`config.mk`:
```
export PLATFORM = sky130hd
export DESIGN_NAME = ahb_addr_decoder13
export DESIGN_NICKNAME = d
export VERILOG_FILES = /design/src/rtl/ahb_addr_decoder13.sv
export SDC_FILE = /design/constraint.sdc
export NUM_CORES = 1
export LEC_CHECK = 0
export ABC_AREA = 0
export CORE_MARGIN = 2
export CORE_UTILIZATION = 32
export CTS_CLUSTER_SIZE = 16
export DETAILED_ROUTE_END_ITERATION = 10
export GPL_TIMING_DRIVEN = 0
export PLACE_DENSITY_LB_ADDON = 0.08
export SETUP_SLACK_MARGIN = 0.3
export SLEW_MARGIN = 40
export SYNTH_ARGS = -nofsm -noshare
export SYNTH_HDL_FRONTEND = slang
export SYNTH_SLANG_ARGS = --single-unit
```
`constraint.sdc`:
```
create_clock -name hclk -period 1 [get_ports hclk]
set_clock_uncertainty 0.05 [all_clocks]
set_input_delay 0.15 -clock hclk [delete_from_list [all_inputs] [get_ports hclk]]
set_output_delay 0.15 -clock hclk [all_outputs]
set_load 0.02 [all_outputs]
```
`src/rtl/ahb_addr_decoder13.sv`:
```
// rtl/ahb_addr_decoder13.sv - AHB-Lite address decoder, data-phase select and default slave
//
// Purpose:
//   Decodes the top RW bits of HADDR into a one-hot address-phase select for
//   NSLV slaves, registers the data-phase select for the response/read-data
//   muxes, and implements the default slave that answers unmapped active
//   transfers with a two-cycle ERROR response.
//
// Optional feature macro: AHB_DEC_ERRCNT_EN (adds err_cnt / err_cnt_clr).
//
// Ports:
//   hclk          in   system clock, rising edge
//   hreset        in   synchronous reset, active-high
//   haddr         in   [AW-1:0] master address (address phase)
//   htrans        in   [1:0] transfer type (IDLE/BUSY/NONSEQ/SEQ)
//   hready        in   global HREADY (muxed HREADYOUT)
//   hsel          out  [NSLV-1:0] combinational address-phase select
//   dsel          out  [NSLV-1:0] registered data-phase select
//   dsel_def      out  registered data-phase select of the default slave
//   def_hreadyout out  default slave HREADYOUT
//   def_hresp     out  default slave HRESP (1 = ERROR)
//   err_cnt_clr   in   (AHB_DEC_ERRCNT_EN) synchronous error counter clear
//   err_cnt       out  (AHB_DEC_ERRCNT_EN) [7:0] saturating error count

module ahb_addr_decoder13 #(
  parameter int AW   = 32,
  parameter int RW   = 4,
  parameter int NSLV = 13
) (
  input  logic            hclk,
  input  logic            hreset,
  input  logic [AW-1:0]   haddr,
  input  logic [1:0]      htrans,
  input  logic            hready,
  output logic [NSLV-1:0] hsel,
  output logic [NSLV-1:0] dsel,
  output logic            dsel_def,
  output logic            def_hreadyout,
  output logic            def_hresp
`ifdef AHB_DEC_ERRCNT_EN
  ,
  input  logic            err_cnt_clr,
  output logic [7:0]      err_cnt
`endif
);

  typedef enum logic [1:0] {
    DEF_IDLE = 2'd0,
    DEF_ERR1 = 2'd1,
    DEF_ERR2 = 2'd2
  } def_state_e;

  logic [RW-1:0]   region;
  logic            sel_def;
  logic [NSLV-1:0] dsel_d, dsel_q;
  logic            dsel_def_d, dsel_def_q;
  def_state_e      state_d, state_q;

  // Address bits below the region index and htrans[0] do not affect decode.
  logic unused_inputs;
  assign unused_inputs = ^{haddr[AW-RW-1:0], htrans[0]};

  // Region decode. The compare is widened by one bit so that NSLV == 2**RW
  // (no unmapped regions) does not wrap to zero.
  always_comb begin
    region  = haddr[AW-1:AW-RW];
    hsel    = '0;
    for (int i = 0; i < NSLV; i++) begin
      if (region == RW'(i)) hsel[i] = 1'b1;
    end
    sel_def = ({1'b0, region} >= (RW+1)'(NSLV));
  end

  // Data-phase select: captured only when the address phase is accepted.
  always_comb begin
    dsel_d     = dsel_q;
    dsel_def_d = dsel_def_q;
    if (hready) begin
      dsel_d     = hsel;
      dsel_def_d = sel_def;
    end
  end

  // Default slave next-state logic.
  always_comb begin
    state_d = state_q;
    case (state_q)
      DEF_IDLE: begin
        if (hready && sel_def && htrans[1]) state_d = DEF_ERR1;
      end
      DEF_ERR1: begin
        state_d = DEF_ERR2;
      end
      DEF_ERR2: begin
        // HREADYOUT is high here, so the current address phase completes;
        // a new unmapped active transfer restarts the error pair at once.
        if (sel_def && htrans[1]) state_d = DEF_ERR1;
        else                      state_d = DEF_IDLE;
      end
      default: begin
        state_d = DEF_IDLE;
      end
    endcase
  end

  always_ff @(posedge hclk) begin
    if (hreset) begin
      dsel_q     <= '0;
      dsel_def_q <= 1'b0;
      state_q    <= DEF_IDLE;
    end else begin
      dsel_q     <= dsel_d;
      dsel_def_q <= dsel_def_d;
      state_q    <= state_d;
    end
  end

  assign dsel          = dsel_q;
  assign dsel_def      = dsel_def_q;
  assign def_hreadyout = (state_q != DEF_ERR1);
  assign def_hresp     = (state_q != DEF_IDLE);

`ifdef AHB_DEC_ERRCNT_EN
  logic [7:0] err_cnt_d, err_cnt_q;
  logic       err_inc;

  // DEF_ERR1 is only ever entered from DEF_IDLE or DEF_ERR2.
  assign err_inc = (state_d == DEF_ERR1) && (state_q != DEF_ERR1);

  always_comb begin
    err_cnt_d = err_cnt_q;
    if (err_cnt_clr) begin
      err_cnt_d = 8'd0;
    end else if (err_inc && (err_cnt_q != 8'hFF)) begin
      err_cnt_d = err_cnt_q + 8'd1;
    end
  end

  always_ff @(posedge hclk) begin
    if (hreset) err_cnt_q <= 8'd0;
    else        err_cnt_q <= err_cnt_d;
  end

  assign err_cnt = err_cnt_q;
`endif

endmodule

```
### Word-level counts from Yosys, hierarchy flattened

Index checks and enable logic that the tools add are counted.

* $lt $le $gt $ge: 1
* equality and inequality tests: 16
* muxes and demuxes: 16
* reductions and logical operators: 6

Operators by type and width (number)
* 4-bit equality test, second input constant: 5
* 4-bit by 3-bit equality test with 1-bit output, second input constant: 4
* 1-bit 2-to-1 mux: 14
* 4-bit by 2-bit equality test with 1-bit output, second input constant: 2
* 2-bit case mux with 3 select lines: 1
* 4-bit by 1-bit equality test with 1-bit output, second input constant: 1
* 4-bit greater-or-equal comparator, second input constant: 1
* 4-bit zero test: 1
* 1-bit logical AND: 3
* 2-bit by 1-bit equality test with 1-bit output, second input constant: 1
* 2-bit equality test, second input constant: 1
* 2-bit zero test: 1
* 2-bit 2-to-1 mux: 1
* 2-bit by 1-bit != test with 1-bit output, second input constant: 1
* 2-bit != test, second input constant: 1
* 2-bit nonzero test: 1

* register bits after elaboration: 16
* input bits: 37
* word-level logic and storage cells: 42

### Logic depth before layout (Yosys ltp)

Gate-level depths: netlist of run 1.

* depth after elaboration: 5
* gate-level depth with buffers: 4
* gate-level depth less buffers: 2

### Least setup slack after synthesis of run 1

No wires, ideal clock.

* path type: input to register
* start point: in haddr[31]
* end point: reg dsel_q[0], in the netlist dsel[0]
* library setup time: 60 ps
* data arrival time: 1271 ps
* data required time: 890 ps
* path slack: -381 ps
* stages: 3
* buffers on the path: 1
* cells stage by stage: buf_6 > nor4_1 > a31o_2

* word-level cells in the longest chain between the ends: 2

Ends and longest elaborated chain
* from (decl): line 32 `input logic [AW-1:0] haddr,`
* 4-bit zero test: line 69 `if (region == RW'(i)) hsel[i] = 1'b1;`
* 1-bit 2-to-1 mux: line 69
* via hsel[0]: line 35 `output logic [NSLV-1:0] hsel,`
* to (signal assigned): line 112 `dsel_q <= dsel_d;`
* to (decl): line 55 `logic [NSLV-1:0] dsel_d, dsel_q;`

The timed path passes the listed nets, and every way through them passes these cells.
A chain may end at the register's enable or synchronous reset.

### Worst setup path after layout of run 1

* start point: reg state_q[1]
* end point: out def_hresp

* word-level cells in the longest chain between the ends: 1

Ends and longest elaborated chain
* from (decl): line 57 `def_state_e state_d, state_q;`
* from (signal assigned): line 114 `state_q <= state_d;`
* 2-bit nonzero test: line 121 `assign def_hresp = (state_q != DEF_IDLE);`
* to (decl): line 39 `output logic def_hresp`

No other way between the ends.

==> results.md, run 1 <==
- The worst-path cell with the longest stage delay is dfxtp_2.
- The simple-gate share of the synthesized area is 0.293.
- In the final routed layout, each cell accounts on average for roughly 16 µm.
- In this run the number of H-tree levels came out at 1.
- The mapped cell area is 823 µm².
- The area of placed instances is 0.00149 mm².
- Setup violations remaining at the end of the flow were counted as 15.
- The number of global-route vias before repair came to roughly 860.
- The core region is around 0.0025 mm².
- The final layout net count is 195.
- The number of I/O port buffers is 36.
- After the flow finishes, the layout carries non-filler instances totaling 187.
- The multi-input combinational cells in the finished layout cover a total of 691 µm².
- The checks that failed: negative setup slack.
- The min-delay analysis places its worst path in the category in2reg.
- The global-route usage over all layers is 0.189.
- The die width is roughly 55 µm.
- Of the total synthesized cell area, the portion taken by XOR and XNOR cells is 0.
- After synthesis, the share of cell area in mux cells is 0.
- Once detail routing completed, the nets flagged for antenna violations numbered 0.
- Max-cap violations in this run came to 0.
- The endpoint required time on the critical path is 0.80 ns.
- The routed design has just under 3 mm of wire.
- The congestion estimate from routability-driven global placement came to between 0.6 and 0.7.
- Summed over all nets, the half-perimeter wirelength after detailed placement is 1.64 mm.
- Dividing the detail-routed via count by the number of cells gives 5.02.
- Synthesis inferred 16 register bits.
- Once placement completed, the tool counted placed cells totaling 147.
- The final antenna diode count is 0.
- The boundary pin count is 66.
- The run finished, with violations left.
- The maximum fanout along the worst path is 3.
- For the worst setup path, the data arrival time is 0.99 ns.
- Of the cells placed in the final design, the portion with a size suffix greater than 1 is 0.911.
- The category of the worst setup path capture point is an output port.
- Power comes to 1530 µW.
- The first detailed-routing pass ran for 6 iterations.
- The share of synthesized cell area in full adder, half adder and majority cells is 0.
- The timing-limited maximum frequency is about 840 MHz.
- The post-place setup slack is -1.07 ns.
- The standby leakage power is between 0.0008 and 0.0009 µW.
- Fill cells in the final layout number 147.
- Dividing the synthesized area by the synthesized cell count gives roughly 10 µm².
- The clock latency on the worst-skew pair is 0.28 ns.
- The signal on the critical path passes through or2_4 -> buf_6.
- In this run the deepest clock path goes through 2 buffers.
- The number of DRC violations after detailed routing is 0.
- The normalized max-slew margin is 0.824.
- The clock transition time at the flip-flop clock pins of the worst setup and hold paths is 0.10 ns.
- The summed negative setup slack over all endpoints is -0.920 ns.
- The full die area is 0.00299 mm².
- The post-synth net total is 118.
- The routed design could run at a clock period as short as 1.19 ns.
- Of the synthesized area, sequential elements account for 0.389.
- For this block, the initial DRC count from the detailed router was 10.
- The number of endpoints with negative hold slack in the final report is 0.
- The critical path's largest stage delay is 0.34 ns.
- The worst-margin pin slew is about 0.26 ns.
- For this design the ratio of total power to cell area is 767 mW/mm².
- Together, buffers and inverters on the worst path number 1.
- The category of cells accounting for the largest share of critical-path delay is flip-flops.
- In this run, post-CTS hold repair placed 0 buffers.
- The initialized floorplan defines 18 standard-cell rows.
- The area of all placed cells without fillers is 0.00199 mm².
- For this configuration, the core starts out at a cell density of 0.335.
- Of the available clock period, the critical path in the final layout requires 1.19.
- The combined flip-flop and latch cell area is 355 µm².
- Setup repair after global routing could not meet its margin everywhere.
- The pin count of the biggest net entering global routing is 11.
- The number of buffers inserted during clock tree synthesis is 3.
- By startpoint and endpoint, the worst setup path is classified as reg2out.
- The count of mapped cells out of synthesis is 81.
- Relative to the synthesized area, the layout overhead comes to 142%.
- Yosys mapped the design onto 21 distinct sky130hd cell types.
- The TritonCTS clock tree is yes.
- The Yosys step of the flow raised 0 warnings.
- The y dimension of the die is around 55 µm.
- The final max-slew violation count is 0.
- The final global-route overflow total is 0.
- The first global-routing pass estimated 4.04 mm of wire.
- The initial antenna violation count came to 0.
- The clock root buffer is clkbuf_4.
- After synthesis, the largest family of logic cells by area is simple AND/OR/NAND/NOR gates.
- The highest ir drop seen on vdd is 0.000930 V.
- The worst setup path is launched from a flop.
- In the post-route analysis, the smallest setup slack over all paths is -0.192 ns.
- The area fraction in compound gates after synthesis came to 0.210.
- The final route contains approximately 940 vias.
- The number of clock sinks is 16.
## logic make-up after synthesis
kind of cell | Yosys count
AOI/OAI and AO/OA | 15
buffers and inverters | 10
DFF | 16
and+or+nand+nor | 40
## worst min-delay path, delay by kind of cell
| kind | cells | cell delay (ns) |
|---|---|---|
| AO/OA/AOI/OAI | 1 | 0.06 |
| buffers and inverters | 1 | 0.17 |
| AND/OR/NAND/NOR | 1 | 0.12 |
## cell usage in the layout, fill, tap and decap left out, drive strengths merged
master / netlist / final
dfxtp: 16 / 16
or2: 1 / 1
buf: 9 / 80
inv: 1 / 1
nand2: 2 / 2
o22ai: 1 / 1
nor3b: 1 / 1
o211ai: 1 / 1
a31o: 1 / 1
clkbuf: 0 / 4
o41ai: 6 / 6
nor2: 8 / 8
o32ai: 6 / 6
nor3: 6 / 6
clkdlybuf4s50: 0 / 1
or3b: 6 / 6
nor4: 2 / 2
nand2b: 14 / 14
## area by class of cell
| cell class | instances | share of cell area |
|---|---|---|
| clock buffer | 4 | 0.0132 |
| buffer | 9 | 0.0734 |
| sequential | 16 | 0.178 |
| timing repair buffer | 72 | 0.368 |
| inverter | 1 | 0.00188 |
| tap | 30 | 0.0188 |
| multi-input combinational | 55 | 0.347 |
## through the flow
step / util / hold WS (ns)
final: 0.812 / 0.202
after floorplan: - / 0.233
after detailed placement: 0.606 / 0.427
after global routing: 0.812 / 0.204
after global placement: 0.606 / 0.422
after CTS: 0.753 / 0.186
## final timing paths
path | start | slack (ns) | to | depth (start not counted)
setup / recovery | state_q[1] | -0.19 | def_hresp | 2
setup reg to reg | dsel[3] | 0.06 | dsel[3] | 2
hold / removal | hready | 0.20 | dsel[2] | 3
hold reg to reg | dsel_def | 0.45 | dsel_def | 2
## registers in the layout, summed over array words and instances (netlist names)
| register | cells |
|---|---|
| dsel | 13 |
| state_q | 2 |
| dsel_def | 1 |
## synth_stat cells
library cell  number  area [µm²]
dfxtp_1           16         320
nand2b_1          13        81.3
nor2_1             8        30.0
buf_6              6        67.6
nor3_1             6        30.0
or3b_2             6        52.6
o32ai_1            5        43.8
o41ai_2            5        81.3
buf_2              2        10.0
nand2_1            2        7.51
nor4_1             2        12.5
a31o_2             1        8.76
buf_4              1        7.51
inv_1              1        3.75
nand2b_4           1        13.8
nor3b_1            1        7.51
o211ai_1           1        7.51
o22ai_1            1        6.26
o32ai_2            1        16.3
o41ai_1            1        8.76
or2_2              1        6.26
## metal layers
layer	track usage	share of wire	wire length (µm)	vias to the layer above
met4	0.0417	0.012	35	0
met3	0.0273	0.037	107	4
met2	0.347	0.54	1580	20
li1	-	-	-	454
met5	0	0	0	-
met1	0.230	0.41	1200	460
## report_power, final
part	total, µW	switching [µW]	leakage (µW)	internal (µW)
registers	641	7.02	0.000139	634
logic	531	248	0.000706	283
clock network	357	203	0.0000150	154
## timing repair
action                     CTS  global route
buffers inserted            23            13
cloned                       0             0
pin swaps                   12             7
resized for setup          244             9
setup endpoints to repair   45            44
Note: power is estimated with default switching activity, not from simulation.
==> inputs of run 2 (changes only) <==
--- a/config.mk
+++ b/config.mk
@@ -6,8 +6,9 @@
 export NUM_CORES = 1
 export LEC_CHECK = 0
 export ABC_AREA = 0
+export ABC_CLOCK_PERIOD_IN_PS = 1450
 export CORE_MARGIN = 2
-export CORE_UTILIZATION = 32
+export CORE_UTILIZATION = 35
 export CTS_CLUSTER_SIZE = 16
 export DETAILED_ROUTE_END_ITERATION = 10
 export GPL_TIMING_DRIVEN = 0
==> constraint.sdc (replaced) <==
create_clock -name hclk -period 1.45 [get_ports hclk]
set_clock_uncertainty 0.05 [all_clocks]
set_input_delay 0.2175 -clock hclk [delete_from_list [all_inputs] [get_ports hclk]]
set_output_delay 0.2175 -clock hclk [all_outputs]
set_load 0.02 [all_outputs]
==> run 2 against run 1 <==
The flow now finishes without violations. Count of clock-buffer cells in the layout shrank 1. Clock power shrank 32%. Register-to-register slack gained 0.37 ns. Non-clock buffer count shrank 4. Largest power group unchanged. Routed wire length shrank 5.8%.
==> results.md, run 2 (synthesis gave the netlist of run 1 again) <==
- The flow ran to the end, and the final reports show no timing, DRC or antenna violations.
- Of the total power, registers draw 0.454.
- CTS saw 16 sinks.
- The launching element type of the critical path is an input pin.
- The number of global-route vias before repair is roughly 860.
- The number of flip-flops in the largest register is 13.
- The pin count of the biggest net entering global routing is 11.
- The final layout net count is ~190.
- The number of antenna diodes in the final layout is 0.
- Overall power consumption after layout is estimated at 990 µW.
- The post-route clock period utilization is 0.881.
- The maximum fanout along the worst path is 6.
- The per-cell via count in the routed design is 5.06.
- The worst path buffer plus inverter count is 4.
- The summed negative setup slack over all endpoints is 0 ns.
- The critical path in this run is classified as in2out.
- The worst-margin pin slew is 0.326 ns.
- Clock-pin slew was measured on the worst setup and hold paths at about 0.10 ns.
- The final routed wirelength across all metal layers is 2.76 mm.
- In this run the number of H-tree levels came out at 1.
- The min-delay analysis places its worst path in the category in2reg.
- The die is approximately 53 µm tall.
- The clock latency on the worst-skew pair is 0.28 ns.
- The initial antenna violation count is 0.
- VDD sags by at most 0.000592 V.
- The TritonCTS clock tree is yes.
- Headroom to the max-slew limit came out at 0.782.
- The hold buffer count at cts is 0.
- The full die area is 0.00276 mm².
- The final max-slew violation count was 0.
- The number of I/O port buffers is 36.
- Summing over every cut layer, the via total after detailed routing is between 900 and 1000.
- The top cell types in the final layout, fill and taps aside, are 34 x buf_4, 17 x buf_2, 16 x buf_6.
- The post-route antenna net violation count is 0.
- The area inside the core boundary is 0.00221 mm².
- The cell sitting at the root of the clock tree is a clkbuf_4.
- Max-cap violations in this run came to 0.
- After global routing the overflow that remains totals 0.
- The number of DRC violations after detailed routing is 0.
- For this design the static power due to leakage is 0.000727 µW.
- The maximum buffer depth of the clock tree is 2.
- Of the cells placed in the final design, the portion with a size suffix greater than 1 is 0.737.
- The design internal power is 697 µW.
- The relative contribution of the clock network to total power is 0.243.
- Of the total power, the share spent switching nets is 0.296.
- The share of total power dissipated in combinational logic is 0.303.
- The weighted congestion at the end of routability-driven global placement is 0.707.
- The floorplan has 17 rows.
- The area of placed instances is about 0.0013 mm².
- The worst setup path is captured at an output port.
- Counting stages on the worst path, the most repeated cell is buf_8.
- For this run, the top clock speed supported by timing is 783 MHz.
- At the worst endpoint, the required time is about 1.2 ns.
- The category of cells accounting for the largest share of critical-path delay is buffers and inverters.
- Summed over all nets, the switching power comes to 293 µW.
- Setup repair after global routing could not meet its margin everywhere.
- The final critical-path required period is ~1.3 ns.
- Across every metal layer, demand over resource in global routing totals 0.202.
- The post-place setup slack is -0.747 ns.
- The final core utilization is 0.725.
- The critical path goes through buf_8 -> buf_8 -> nand2b_4 -> buf_8 -> nor3_2 -> buf_4.
- The first routing iteration left 31 violations.
- The arrival time at the worst endpoint is 1.01 ns.
- The setup slack after layout is 0.172 ns.
- In this run, CTS created clock tree buffers numbering 3.
- The critical path's largest stage delay is 0.17 ns.
- The most common library cell in the layout ignoring fill and taps is buf_4.
- Detailed placement ended at an HPWL of 1.50 mm.
- Relative to the synthesized area, the layout overhead comes to 94.7%.
- The first-pass GRT wire length is 4.04 mm.
- The number of endpoints with negative hold slack in the final report came to 0.
- The effective utilization at floorplan is 0.372.
- The per-cell routed wire length is roughly 15 µm.
- The number of setup violations in the final report is 0.
- The worst-path cell with the longest stage delay is buf_4.
- Dividing total power by cell area gives a power density of between 600 and 700 mW/mm².
- From left edge to right edge, the die measures 52.5 µm.
- For this run, the detailed router's first-pass iteration total came to 4.
- The boundary pin count is between 60 and 70.
- The finished cells cover 0.00160 mm².
-- run 2: final cells by class --
| cell class | instances | area [µm²] |
|---|---|---|
| tap | 28 | 35.0 |
| timing repair buffer | 68 | 553 |
| sequential | 16 | 323 |
| clock buffer | 3 | 22.5 |
| inverter | 1 | 3.75 |
| buffer | 9 | 100 |
| fill | 169 | 609 |
| multi-input combinational | 55 | 566 |
-- run 2: timing repair --
action                     4_1_cts  5_1_grt
gates resized for setup        186       16
setup buffers                   25        5
pin swaps                        7        6
cloned                           2        0
setup endpoints to repair       44       18
-- run 2: routing by layer --
| metal | global-route usage | vias to the layer above | part of all wire |
|---|---|---|---|
| met2 | 0.344 | 31 | 0.53 |
| met1 | 0.266 | 439 | 0.41 |
| met5 | 0 | - | 0 |
| met3 | 0.0286 | 2 | 0.053 |
| li1 | - | 438 | - |
| met4 | 0.0513 | 0 | 0.0058 |
-- run 2: path summary, 6_finish.rpt --
path,depth (start not counted),to,slack (ns),from
worst max-delay path,6,hsel[4],0.17,haddr[31]
worst min-delay path,3,dsel[8],0.26,haddr[29]
worst max register to register,2,dsel[2],0.43,dsel[2]
worst min register to register,2,state_q[0],0.45,state_q[1]
-- run 2: worst min-delay path, delay by kind of cell --
family | cells | cell delay, ns
buffers and inverters | 2 | 0.26
AO/OA/AOI/OAI | 1 | 0.09
-- run 2: power by group through the flow --
stage / registers [µW] / clock network, µW / logic [µW]
6_report: 450 / 241 / 300
5_1_grt: 450 / 257 / 315
4_1_cts: 449 / 237 / 268
3_5_place_dp: 460 / 0 / 191
3_3_place_gp: 459 / 0 / 189
2_1_floorplan: 467 / 0 / 107
-- run 2: stage by stage --
stage / hold slack [ns] / std cells
CTS: 0.194 / 175
floorplan: 0.300 / 81
detailed placement: 0.428 / 145
global placement: 0.415 / 145
finish: 0.264 / 180
global route: 0.279 / 180
==> inputs of run 3 (changes only) <==
--- a/config.mk
+++ b/config.mk
@@ -6,7 +6,7 @@
 export NUM_CORES = 1
 export LEC_CHECK = 0
 export ABC_AREA = 0
-export ABC_CLOCK_PERIOD_IN_PS = 1450
+export ABC_CLOCK_PERIOD_IN_PS = 1600
 export CORE_MARGIN = 2
 export CORE_UTILIZATION = 35
 export CTS_CLUSTER_SIZE = 16
==> constraint.sdc (replaced) <==
create_clock -name hclk -period 1.6 [get_ports hclk]
set_clock_uncertainty 0.05 [all_clocks]
set_input_delay 0.24 -clock hclk [delete_from_list [all_inputs] [get_ports hclk]]
set_output_delay 0.24 -clock hclk [all_outputs]
set_load 0.02 [all_outputs]
==> run 3 against run 2 <==
Via count fell by 3.4%. Cell count fell by 5.0%. Clock power rose by 14%. Global-route usage fell by 0.66 points. Sequential share of layout area rose by 1.4 points. Die area did not move. Worst setup slack improved by 0.11 ns. Routed wire length fell by 11%. Power fell by 7.9%. Sequential power fell by 9.6%. Critical path type unchanged. Critical endpoint unchanged. Largest cell class unchanged. Highest routed layer unchanged.
==> results.md, run 3 (synthesis gave the netlist of run 1 again) <==
- The first-pass iteration count of the detailed router is 4.
- The number of DRC violations after detailed routing is 0.
- For the pin with the worst max-slew slack, the measured transition is 0.286 ns.
- The die covers around 0.0028 mm².
- Dividing the final minimum period by the clock period gives 0.825.
- The net switching power is 256 µW.
- The timing-limited maximum frequency is between 700 and 800 MHz.
- The vias after detailed routing is 879.
- The proportion of total power due to net switching is 0.281.
- The per-cell via count in the routed design is 5.14.
- The category of the worst setup path capture point is an output port.
- Setup total negative slack on the finished layout was measured at 0 ns.
- On the critical path, the stage with the largest delay is an instance of nand2b_4.
- The finished cells cover 0.00150 mm².
- In this run the vertical extent of the chip is 52.5 µm.
- The pin count of the biggest net entering global routing is 11.
- For the worst setup path, the data required time is 1.31 ns.
- TritonCTS created 3 clock buffers.
- In this run the worst path has a maximum fanout of 7.
- The initial antenna violation count is 0.
- The worst setup path is of the in2out kind.
- The clock transition time at the flip-flop clock pins of the worst setup and hold paths is 0.10 ns.
- Dividing total power by cell area gives a power density of 608 mW/mm².
- The final max-slew violation count was 0.
- Port buffering added 36 buffers.
- The kind of cell with the highest combined delay along the critical path is buffers and inverters.
- The number of setup violations in the final report is 0.
- CTS built an H-tree with a depth of 1.
- At the end of routability-driven placement, the weighted congestion stood at slightly below 0.7.
- Clock tree synthesis found a total of 16 sinks.
- The final routed wirelength across all metal layers is about 2.5 mm.
- STA puts the critical path data arrival time at 1.03 ns.
- The final global-route overflow total is 0.
- The critical path's largest stage delay is between 0.1 and 0.15 ns.
- The maximum buffer depth of the clock tree is 2.
- The boundary pin count is 66.
- The number of endpoints with negative hold slack in the final report came to 0.
- The floorplan has 17 rows.
- The sequential fraction of design power is 0.447.
- The standby leakage power is 0.000694 µW.
- The flow ran to the end, and the final reports show no timing, DRC or antenna violations.
- The initial utilization of the core area, before any placement, comes to 0.372.
- For this run, the post-layout net count is 181.
- The clock reaches the later pin of the worst-skew pair after slightly below 0.3 ns.
- The global-route usage over all layers is 0.195.
- Hold repair after CTS inserted 0 buffers.
- Setup repair after global routing could not meet its margin everywhere.
- The class of the most critical hold timing path is in2reg.
- TritonCTS built the clock tree.
- The number of global-route vias before repair is 865.
- The relative area change from synthesis to final layout is 82.2%.
- The area of placed instances is 0.00124 mm².
- Clock tree synthesis selected as its root buffer the cell clkbuf_4.
- The most common library cell in the layout ignoring fill and taps is buf_4.
- In this run the horizontal extent of the chip is 52.5 µm.
- The total area inside the core boundary comes to approximately 0.0022 mm².
- The critical path goes through buf_4 -> buf_6 -> nand2b_4 -> buf_8 -> nor3_4 -> buf_6.
- The launching element type of the critical path is an input pin.
- In this run the tightest slew margin relative to its limit is 0.809.
- In the final layout, the share of cells above drive strength 1 is 0.601.
- The design internal power is 655 µW.
- Max-cap violations in this run came to 0.
- The worst path buffer plus inverter count is 4.
- The number of flip-flops in the largest register is 13.
- The final antenna diode count is 0.
- After detailed routing, the average wire length per cell comes to 14.4 µm.
- The library cells used most frequently in the layout, excluding fill and tap cells, are 26 x buf_4, 14 x buf_6, 14 x dfxtp_1.
- The worst path needs ~1.3 ns of the cycle, external delays included.
- Of the total power, the clock network draws 0.302.
- The cell repeated most along the worst path is buf_6.
- VDD sags by at most roughly 0.00042 V.
- The starting DRC count in detailed routing is 7.
- The HPWL after detailed placement is between 1 and 1.5 mm.
- The share of total power in combinational logic is 0.252.
- The first global-routing pass estimated 3.93 mm of wire.
- The detail route stage leaves a number of antenna-violating nets equal to 0.
==> run 3: changes by cell type in the layout (fill, tap and decap cells not counted), sizes merged <==
| cell | delta |
|---|---|
| clkbuf | +1 |
| dlymetal6s2s | +1 |
| buf | -24 |
| clkdlybuf4s15 | +3 |
| dlygate4sd2 | +10 |
==> run 3: power by group through the flow <==
stage               logic [µW]  clock network (µW)  registers, µW
finish                     229                 275            407
global route               243                 296            408
CTS                        200                 280            407
detailed placement         167                   0            416
global placement           166                   0            416
floorplan                 91.2                   0            423
==> run 3: timing repair <==
action                     4_1_cts  5_1_grt
setup endpoints to repair       38       18
buffers inserted                17        4
hold endpoints to repair         0        0
gates cloned                     1        0
resized for setup              116       30
pin swaps                        1        2
==> run 3: worst register-to-register path, stage by stage, from the launching register on <==
cell and delay (ns):
dfxtp_1 0.34, or3b_2 0.45, o41ai_2 0.07
==> run 3: routing by layer <==
layer  global-route usage  part of all wire
met5                    0                 0
met4               0.0812             0.022
met2                0.317              0.50
met1                0.250              0.42
met3               0.0400             0.054
==> run 3: worst paths after layout <==
path / start / to / slack [ns] / cells after the start
max reg2reg: dsel[4] / dsel[4] / 0.60 / 2
min reg2reg: state_q[0] / state_q[1] / 0.44 / 2
max: haddr[31] / hsel[4] / 0.28 / 6
min: haddr[31] / dsel[2] / 0.26 / 3
==> run 3: per-stage QoR <==
step / util / cells / power, µW / worst slack, ns / hold slack, ns
floorplan: - / 81 / 514 / 0.296 / 0.323
global placement: 0.561 / 145 / 582 / -0.582 / 0.415
detailed placement: 0.561 / 145 / 583 / -0.599 / 0.425
CTS: 0.624 / 167 / 887 / 0.277 / 0.285
global route: 0.678 / 171 / 947 / 0.260 / 0.268
finish: 0.678 / 171 / 911 / 0.280 / 0.262
==> run 3: cell type report <==
class / instances / area (µm²)
Inverter: 1 / 3.75
Buffer: 9 / 92.6
Fill cell: 181 / 712
Multi-Input combinational cell: 55 / 522
Tap cell: 28 / 35.0
Clock buffer: 4 / 36.3
Timing Repair Buffer: 58 / 488
Sequential cell: 16 / 323
==> RTL edit (flow settings as in run 1) <==
Change the parameter `RW` from 4 to 6.
--- a/src/rtl/ahb_addr_decoder13.sv
+++ b/src/rtl/ahb_addr_decoder13.sv
@@ -24,7 +24,7 @@
 
 module ahb_addr_decoder13 #(
   parameter int AW   = 32,
-  parameter int RW   = 4,
+  parameter int RW   = 6,
   parameter int NSLV = 13
 ) (
   input  logic            hclk,
Function: changed (Yosys sat finds a counterexample within 4 cycles, from zero or initial values and one cycle with hreset high).
==> RTL edit against run 1 <==
The flow still finishes with violations (setup timing); area after synthesis down 2.9%; wire length up 7.6%; setup slack worse by 230 ps; power about the same; count of clock-buffer cells in the layout unchanged; sequential cell count unchanged; cell area up 0.82%; worst hold slack worse by 40 ps; largest cell class unchanged; largest power group unchanged.
==> RTL edit: results (changes against run 1) <==
STA:
- The worst path setup slack after routing came to -423 ps (-231 ps).
- The number of failing setup endpoints in the final timing report was 24 (+9).
- The slew of the pin with the lowest slew margin is 427 ps (+164 ps).

Setup path:
- The cell depth of the worst flop-to-flop path was 2 (unchanged).
- The worst flop-to-flop path startpoint is state_q[0].
- The arrival time of data at the critical path endpoint came to 1220 ps (+230 ps).
- In this run the register-to-register setup slack is 70 ps.
- The critical-path maximum fanout was 5 (+2).
- Tracing the worst setup path back leads to its startpoint at haddr[30].
- The end point of the critical path is hsel[1].
- The endpoint of the lowest-slack register-to-register path is state_q[0].

Power and ir drop:
- The switching power is 437 µW (-4.7%).
- The peak supply drop is 604 µV (-35%).
- The static leakage is 0.000747 µW (-13%).

Final layout:
- The ratio of cells with drive above 1 in the final layout is 88.4% (-2.7 points).
- The number of inserted filler cells in the final layout is 143 (-2.7%).
- The number of nets in the layout was 193 (-1.0%).
- The flip-flop count of the largest register, all copies and words added is 13 (unchanged).

Placement:
- The number of buffers inserted by port buffering is 38 (+5.6%).
- The pre-CTS worst setup slack came to -1330 ps (-265 ps).
- The last weighted congestion value of the routability-driven placer is 0.683 (+0.84%).
- The half-perimeter wire length of the detailed placement result came to 1650 µm (+1.2%).
- The placed instance area is 0.00156 mm² (+4.9%).
- The number of placed instances with taps included is 153 (+4.1%).

Global routing:
- The overall global routing resource usage is 20.1% (+1.1 points).
- The wire length of the first global-routing pass is 4150 µm (+2.7%).
- The pin count of the biggest net entering global routing came to 11 (unchanged).
- The number of global-route vias before repair is 826 (-3.4%).

Yosys:
- The share of synthesized cell area in full adder, half adder and majority cells is 0% (unchanged).
- The distinct cell type count of the synthesized netlist is 23 (+9.5%).
- The compound-gate portion of the synthesized area is 21.3% (+0.31 points).
- In the post-synthesis netlist, the biggest area contributors are dfxtp_1 (40%), o32ai_1 (9.9%), o32ai_2 (8.1%).
- The parity-gate share of the synthesized area counting xor and xnor cells is 0% (unchanged).
- The most used flip-flop cell after synthesis is dfxtp_1.
- The number of nets in the synthesized netlist is 122 (+3.4%).
- The number of instances in the synthesized netlist is 85 (+4.9%).
- The sequential cell area fraction in the yosys report is 40.1% (+1.2 points).
- The fraction of synthesized area in multiplexers was 0% (unchanged).
- In the synthesized netlist, the cells that appear most often are dfxtp_1 (16), inv_1 (13), nor2_1 (10), o32ai_1 (9).

Clock network:
- Clock-pin slew was measured on the worst setup and hold paths at 110 ps.
- The maximum clock path buffer count was 2 (unchanged).
- The clock latency on the worst-skew pair is 300 ps (+20 ps).

Routing:
- The number of vias per cell is 5.01 (-0.21%).
- The total via count after detailed routing is 926 (-1.3%).
- The violation count after the first detailed-route iteration is 4 (-6).
- The final routed DRC violation total is 0 (unchanged).
- The total wire length came to 3150 µm (+7.6%).
- The number of iterations in the first detailed-routing pass is 4 (-2).

Run status:
- The run finished, with violations left.
- The final reports fail on setup timing.

Worst hold path:
- The path class of the tightest hold or removal check is in2reg.
RTL edit: cell count changes in the layout (fill, tap and decap cells not counted), sizes merged, moves of 5 or more:
cell / change
inv: +12
o41ai: -6
nor2: +5
nand2b: -10
o32ai: +7
or3b: -6
buf: -7
RTL edit: through the flow:
step | setup TNS [ps] | total power (µW) | hold slack (ps)
after global routing | -5810 | 1590 | 158
after detailed placement | -26830 | 980 | 419
after global placement | -26350 | 977 | 412
after CTS | -4650 | 1470 | 146
final | -5240 | 1530 | 162
after floorplan | -2360 | 873 | 224
RTL edit: layout make-up:
class / count / area [µm²] / share of cell area, %
well taps: 30 / 37.5 / 1.87
repair buffers: 66 / 703 / 35.0
clock buffers: 4 / 36.3 / 1.81
multi-input cells: 47 / 691 / 34.4
flip-flops and latches: 16 / 348 / 17.3
plain buffers: 9 / 145 / 7.22
inverters: 13 / 48.8 / 2.43
RTL edit: how the worst min path moves through the flow:
stage,slack (ps),to,cells past startpoint,start
after floorplan,220,state_q[0],2,htrans[1]
after global placement,410,state_q[1],2,state_q[0]
after detailed placement,420,state_q[1],2,state_q[0]
after CTS,150,dsel[1],3,haddr[29]
after global routing,160,dsel[1],3,haddr[29]
final,160,dsel[3],3,haddr[29]
RTL edit: cells by family (layout without fill, tap and decap cells):
logic type,after synthesis,in the layout
buf+inv,22,92
compound gates,16,16
simple gates,31,31
flops,16,16
RTL edit: what timing repair did:
action,4_1_cts,5_1_grt
resized for setup,249,15
buffers inserted,20,8
setup endpoints to repair,45,45
pin swaps,19,13
hold endpoints to repair,0,0
RTL edit: power by group through the flow:
stage               combinational, µW  clock (µW)  sequential [µW]
global placement                  316           0              661
floorplan                         206           0              667
CTS                               389         437              647
global route                      456         486              649
finish                            436         446              647
detailed placement                320           0              661
RTL edit: layer usage:
| metal | wire, µm | share of wire, % | GRT usage [%] | vias to the layer above |
|---|---|---|---|---|
| li1 | - | - | - | 444 |
| met1 | 1250 | 40 | 25.1 | 443 |
| met2 | 1680 | 53 | 32.7 | 33 |
| met3 | 158 | 5.0 | 4.72 | 6 |
| met4 | 56 | 1.8 | 8.75 | 0 |
| met5 | 0 | 0 | 0 | - |
RTL edit: worst max-delay path: stages:
cell and delay, ps:
buf_8 100, or4b_4 530, buf_8 160, nor3_4 130
buf_6 150
